`src/rtl/axi_bram_pkg.sv`:
```
// -----------------------------------------------------------------------------
// axi_bram_pkg
//   Definitions shared by the AXI4-Lite BRAM reader and writer:
//     RESP_OKAY / RESP_SLVERR : AXI response codes
//     rd_state_t              : reader FSM state encoding (IDLE, WAIT, RESP)
//     CNT_W                   : width of the BRAM latency counter (latency 1..4)
//     clog2()                 : ceiling log2, used for byte-lane/address math
// -----------------------------------------------------------------------------
package axi_bram_pkg;

   localparam logic [1:0] RESP_OKAY   = 2'b00;
   localparam logic [1:0] RESP_SLVERR = 2'b10;

   localparam int unsigned CNT_W = 3;

   typedef enum logic [1:0] {
      IDLE,
      WAIT,
      RESP
   } rd_state_t;

   function automatic int unsigned clog2(input int unsigned value);
      int unsigned result;
      result = 0;
      while ((32'd1 << result) < value) begin
         result = result + 1;
      end
      return result;
   endfunction

endpackage

```
`src/rtl/axi_bram_reader.sv`:
```
// -----------------------------------------------------------------------------
// axi_bram_reader
//   AXI4-Lite read-only slave. Each accepted AR beat becomes one BRAM port-A
//   word read; the captured word is returned on the R channel. One transaction
//   is outstanding at a time.
//
//   Ports:
//     aclk, areset          : clock, synchronous active-high reset
//     s_axi_ar*             : read address channel (araddr, arvalid, arready)
//     s_axi_r*              : read data channel (rdata, rresp, rvalid, rready)
//     bram_porta_clk/rst    : forwarded aclk / areset
//     bram_porta_addr       : registered word address
//     bram_porta_rddata     : BRAM read data
//
//   Optional feature macro: AXI_BRAM_READER_ALIGN_CHECK_EN
//     When defined, a read whose byte-offset bits are non-zero completes with
//     the normal latency but returns rresp=SLVERR and rdata=0.
// -----------------------------------------------------------------------------
module axi_bram_reader
   import axi_bram_pkg::*;
#(
   parameter int AXI_DATA_WIDTH  = 32,
   parameter int AXI_ADDR_WIDTH  = 32,
   parameter int BRAM_DATA_WIDTH = 32,
   parameter int BRAM_ADDR_WIDTH = 10,
   parameter int BRAM_LATENCY    = 1
) (
   input  logic                       aclk,
   input  logic                       areset,

   input  logic [AXI_ADDR_WIDTH-1:0]  s_axi_araddr,
   input  logic                       s_axi_arvalid,
   output logic                       s_axi_arready,

   output logic [AXI_DATA_WIDTH-1:0]  s_axi_rdata,
   output logic [1:0]                 s_axi_rresp,
   output logic                       s_axi_rvalid,
   input  logic                       s_axi_rready,

   output logic                       bram_porta_clk,
   output logic                       bram_porta_rst,
   output logic [BRAM_ADDR_WIDTH-1:0] bram_porta_addr,
   input  logic [BRAM_DATA_WIDTH-1:0] bram_porta_rddata
);

   localparam int unsigned ADDR_LSB = clog2(AXI_DATA_WIDTH / 8);

   rd_state_t                  r_state;
   logic [CNT_W-1:0]           r_cnt;
   logic                       r_arready;
   logic                       r_rvalid;
   logic [AXI_DATA_WIDTH-1:0]  r_rdata;
   logic [1:0]                 r_rresp;
   logic [BRAM_ADDR_WIDTH-1:0] r_addr;

   logic                       w_ar_hs;
   logic [BRAM_ADDR_WIDTH-1:0] w_word_addr;
   logic                       w_err;
   logic                       w_unused_addr;

   assign bram_porta_clk  = aclk;
   assign bram_porta_rst  = areset;
   assign bram_porta_addr = r_addr;

   assign s_axi_arready = r_arready;
   assign s_axi_rvalid  = r_rvalid;
   assign s_axi_rdata   = r_rdata;
   assign s_axi_rresp   = r_rresp;

   assign w_ar_hs     = s_axi_arvalid & r_arready;
   // Upper address bits are dropped: the address wraps modulo BRAM depth.
   assign w_word_addr = s_axi_araddr[ADDR_LSB +: BRAM_ADDR_WIDTH];
   assign w_unused_addr = ^s_axi_araddr;

`ifdef AXI_BRAM_READER_ALIGN_CHECK_EN
   logic r_err;

   // Misalignment flag, captured at acceptance, released by the R handshake.
   always_ff @(posedge aclk) begin
      if (areset) begin
         r_err <= 1'b0;
      end else if (w_ar_hs) begin
         r_err <= |s_axi_araddr[ADDR_LSB-1:0];
      end else if (r_state == RESP && s_axi_rready) begin
         r_err <= 1'b0;
      end
   end

   assign w_err = r_err;
`else
   assign w_err = 1'b0;
`endif

   // The counter loads BRAM_LATENCY (not LATENCY-1): the first WAIT cycle is
   // the one in which the registered address reaches the BRAM, so the sample
   // lands BRAM_LATENCY cycles after that, giving rvalid at T+2+BRAM_LATENCY.
   always_ff @(posedge aclk) begin
      if (areset) begin
         r_state   <= IDLE;
         r_cnt     <= '0;
         r_arready <= 1'b0;
         r_rvalid  <= 1'b0;
         r_rdata   <= '0;
         r_rresp   <= RESP_OKAY;
         r_addr    <= '0;
      end else begin
         case (r_state)
            IDLE: begin
               if (w_ar_hs) begin
                  r_arready <= 1'b0;
                  r_addr    <= w_word_addr;
                  r_cnt     <= CNT_W'(BRAM_LATENCY);
                  r_state   <= WAIT;
               end else begin
                  r_arready <= 1'b1;
               end
            end
            WAIT: begin
               if (r_cnt == '0) begin
                  r_rdata  <= w_err ? '0 : bram_porta_rddata;
                  r_rresp  <= w_err ? RESP_SLVERR : RESP_OKAY;
                  r_rvalid <= 1'b1;
                  r_state  <= RESP;
               end else begin
                  r_cnt <= r_cnt - CNT_W'(1);
               end
            end
            RESP: begin
               if (s_axi_rready) begin
                  r_rvalid  <= 1'b0;
                  r_arready <= 1'b1;
                  r_state   <= IDLE;
               end
            end
            default: begin
               r_state <= IDLE;
            end
         endcase
      end
   end

endmodule

```
`config.mk`:
```
export PLATFORM = sky130hd
export DESIGN_NAME = axi_bram_reader
export DESIGN_NICKNAME = d
export VERILOG_FILES = /design/src/rtl/axi_bram_pkg.sv /design/src/rtl/axi_bram_reader.sv
export SDC_FILE = /design/constraint.sdc
export NUM_CORES = 1
export LEC_CHECK = 0
export BUFFER_PORTS_ARGS = -buffer_cell sky130_fd_sc_hd__buf_2
export CORE_MARGIN = 2
export CORE_UTILIZATION = 42
export CTS_CLUSTER_DIAMETER = 30
export DETAILED_ROUTE_END_ITERATION = 10
export PLACE_DENSITY = 0.79
export SYNTH_ARGS = -nofsm -noshare
export SYNTH_HDL_FRONTEND = slang
export SYNTH_SLANG_ARGS = --single-unit
```
`constraint.sdc`:
```
create_clock -name aclk -period 1.7 [get_ports aclk]
set_input_delay 0.425 -clock aclk [delete_from_list [all_inputs] [get_ports aclk]]
set_output_delay 0.425 -clock aclk [all_outputs]
set_load 0.05 [all_outputs]
```
==> summary.md <==
| Metric | Value |
|---|---|
| Power density over the cells | `1140 nW/um^2` |
| Initial Utilization | `43.3%` |
| Sequential element share of the synthesized area | `52.3%` |
| Sw Share | `29.6%` |
| Vias/cell | `4.74` |
| Global-route wire length before repair | `6.89 mm` |
| Antenna Cells | `0` |
| Clk_skew | `0.00527 ns` |
| Cell breakdown of the critical path | `clkbuf_8 -> clkbuf_8 -> buf_4` |
| Setup TNS Final | `0 ns` |
| Final total power | `2.82 mW` |
| Internal cell power | `1.98 mW` |
| Total Routing Usage GR | `16.9%` |
| Drt pass-1 iters | `4` |
| Synth area leaders | `dfxtp_1 (52%), nand2_1 (17%), a21oi_1 (12%), buf_4 (3.6%), buf_8 (2.4%)` |
| Cts hold-fix bufs | `0` |
| Fin. Hold Viols | `0` |
| Setup CP Type | `clk2out` |
| Final Util | `57.2%` |
| Seq pwr share | `43.5%` |
| Worst-path clk slew | `0.09 ns` |
| Worst Hold Class | `in2reg` |
| Vias | `1748` |
| Die area | `5010 um^2` |
| Largest net degree at the start of global routing | `22` |
| Row cnt | `24` |
| Crit path required time | `1.27 ns` |
| CP Max Fanout | `2` |
| Max incr delay on CP | `0.18 ns` |
| Place WS | `0.237 ns` |
| PostCTS Resize Cnt | `1` |
| Post-CTS Setup Bufs | `0` |
| Max VDD drop | `0.516 mV` |
| Wire per inst | `10.9 um` |
| WP data arrival | `1.25 ns` |
| CP Capture Type | `primary output` |
| Max_cap viols | `0` |
| Post-synth cell types | `26` |
| Share of post-route cells with drive strength above 1 | `36.0%` |
| Gr ovfl total | `0` |
| Cell taking the most area after synthesis | `dfxtp_1` |
| Most frequent CP cell | `clkbuf_8` |
| CP Buf/Inv Count | `3` |
| Yosys top cell area share | `52.3%` |
| Leak pwr | `1.12 nW` |
| Antenna-violating nets left | `0` |
| Min setup slack post-route | `0.0213 ns` |
| CP Launch Type | `clock port` |
| Slew Limit Fails | `0` |
| DR iter-0 viols | `54` |
| Mapped Area | `1870 um^2` |
| Yosys Warn Count | `0` |
| GPL Wtd Cong | `0.710` |
| Commonest non-fill, non-tap cell in the layout | `buf_2` |
| Die width | `70.8 um` |
| Initial antenna violation count | `0` |
| Clock Power Share | `41.2%` |
| Core footprint | `4320 um^2` |
| Status | `complete, no violations` |
| Kind of cell adding the most delay to the critical path | `buffers and inverters` |
| Comb power frac | `15.3%` |
| Final hold slack | `0.250 ns` |
| IO Pins | `116` |
| Final setup fails | `0` |
| Vias in the first global route | `1581` |
| Die H | `70.8 um` |
| Nets | `386` |
| Critical path's slowest cell | `buf_4` |
| RSZ-0062 raised after global routing | `false` |
| Buffers on Ports | `91` |
| Syn Area/Cell | `8.33 um^2` |
| Commonest cells after routing, fill and taps aside | `buf_2 (90), nand2_1 (84), dfxtp_1 (49)` |
| Routed WL | `4.02 mm` |
| DRC viols | `0` |
| #FFs+latches synth | `49` |
| CTS tree | `built` |
| Area grow syn2layout | `32.0%` |
| Psw | `834 uW` |
| Worst skew pair latency | `0.40 ns` |
| Mapped Cells | `225` |
| Detailed-placement wirelength estimate | `2.94 mm` |
## routing by layer
layer	GRT usage [%]	up-vias	routed length, um
met5	0	-	0
met4	6.92	0	58
met3	6.84	6	372
met2	28.0	68	1860
met1	19.4	770	1740
li1	-	904	-
## metrics by stage
stage	instances	cell area, um^2
6_report	369	2470
5_1_grt	369	2470
4_1_cts	369	2470
3_5_place_dp	358	2310
3_3_place_gp	358	2310
2_1_floorplan	226	1880
## worst paths after layout
check / endpoint / slack, ns / start / cells past startpoint
worst max-delay path: bram_porta_clk / 0.02 / aclk / 3
worst min-delay path: bram_porta_addr[2] / 0.25 / s_axi_araddr[4] / 3
worst max register to register: s_axi_rdata[5] / 0.33 / r_cnt[0] / 6
worst min register to register: s_axi_rdata[6] / 0.45 / s_axi_rdata[6] / 2
## state kept, by name, indices dropped and copies added (netlist names)
| name | count |
|---|---|
| s_axi_arready | 1 |
| s_axi_rdata | 32 |
| r_state | 2 |
| s_axi_rvalid | 1 |
| r_cnt | 3 |
| bram_porta_addr | 10 |
## logic make-up (layout without fill, tap and decap cells)
logic type / count (synthesis) / count (layout) / synth area share (%)
simple gates: 101 / 101 / 23.4
compound gates: 50 / 50 / 14.2
flops: 49 / 49 / 52.3
buf+inv: 22 / 113 / 8.54
fa+ha+maj: 2 / 2 / 1.33
other cells: 1 / 2 / 0.200
## worst reg2reg max path, stage by stage, from the launching register on
cell      delay (ns)
dfxtp_1         0.32
inv_1           0.09
ha_1            0.21
and4bb_1        0.24
buf_4           0.24
nand2_1         0.09
a21oi_1         0.12
## synthesized netlist by cell type (all sizes together)
library cell	count
ha	2
nand4bb	2
inv	3
or3	1
and2b	1
a21oi	48
nor2	4
nand2b	1
and4bb	2
a31o	1
nor3	1
nand3	1
a32o	1
or2b	1
nand2	84
nand3b	3
clkbuf	3
buf	16
conb	1
dfxtp	49
## power by group through the flow
stage | logic [mW] | clock network, mW | registers (mW)
2_1_floorplan | 0.167 | 0.127 | 1.41
3_3_place_gp | 0.430 | 0.112 | 1.25
3_5_place_dp | 0.434 | 0.112 | 1.25
4_1_cts | 0.435 | 1.20 | 1.23
5_1_grt | 0.468 | 1.26 | 1.23
6_report | 0.431 | 1.16 | 1.23
## layout make-up
class                   instances  area [um^2]
clock inverters                 2         37.5
multi-input cells             155          737
inverters                       3         11.3
flip-flops and latches         49          981
fillers                       411         1850
well taps                      52         65.1
repair buffers                 98          510
clock buffers                  10          131
No activity file was read; power rests on OpenSTA's default activity.
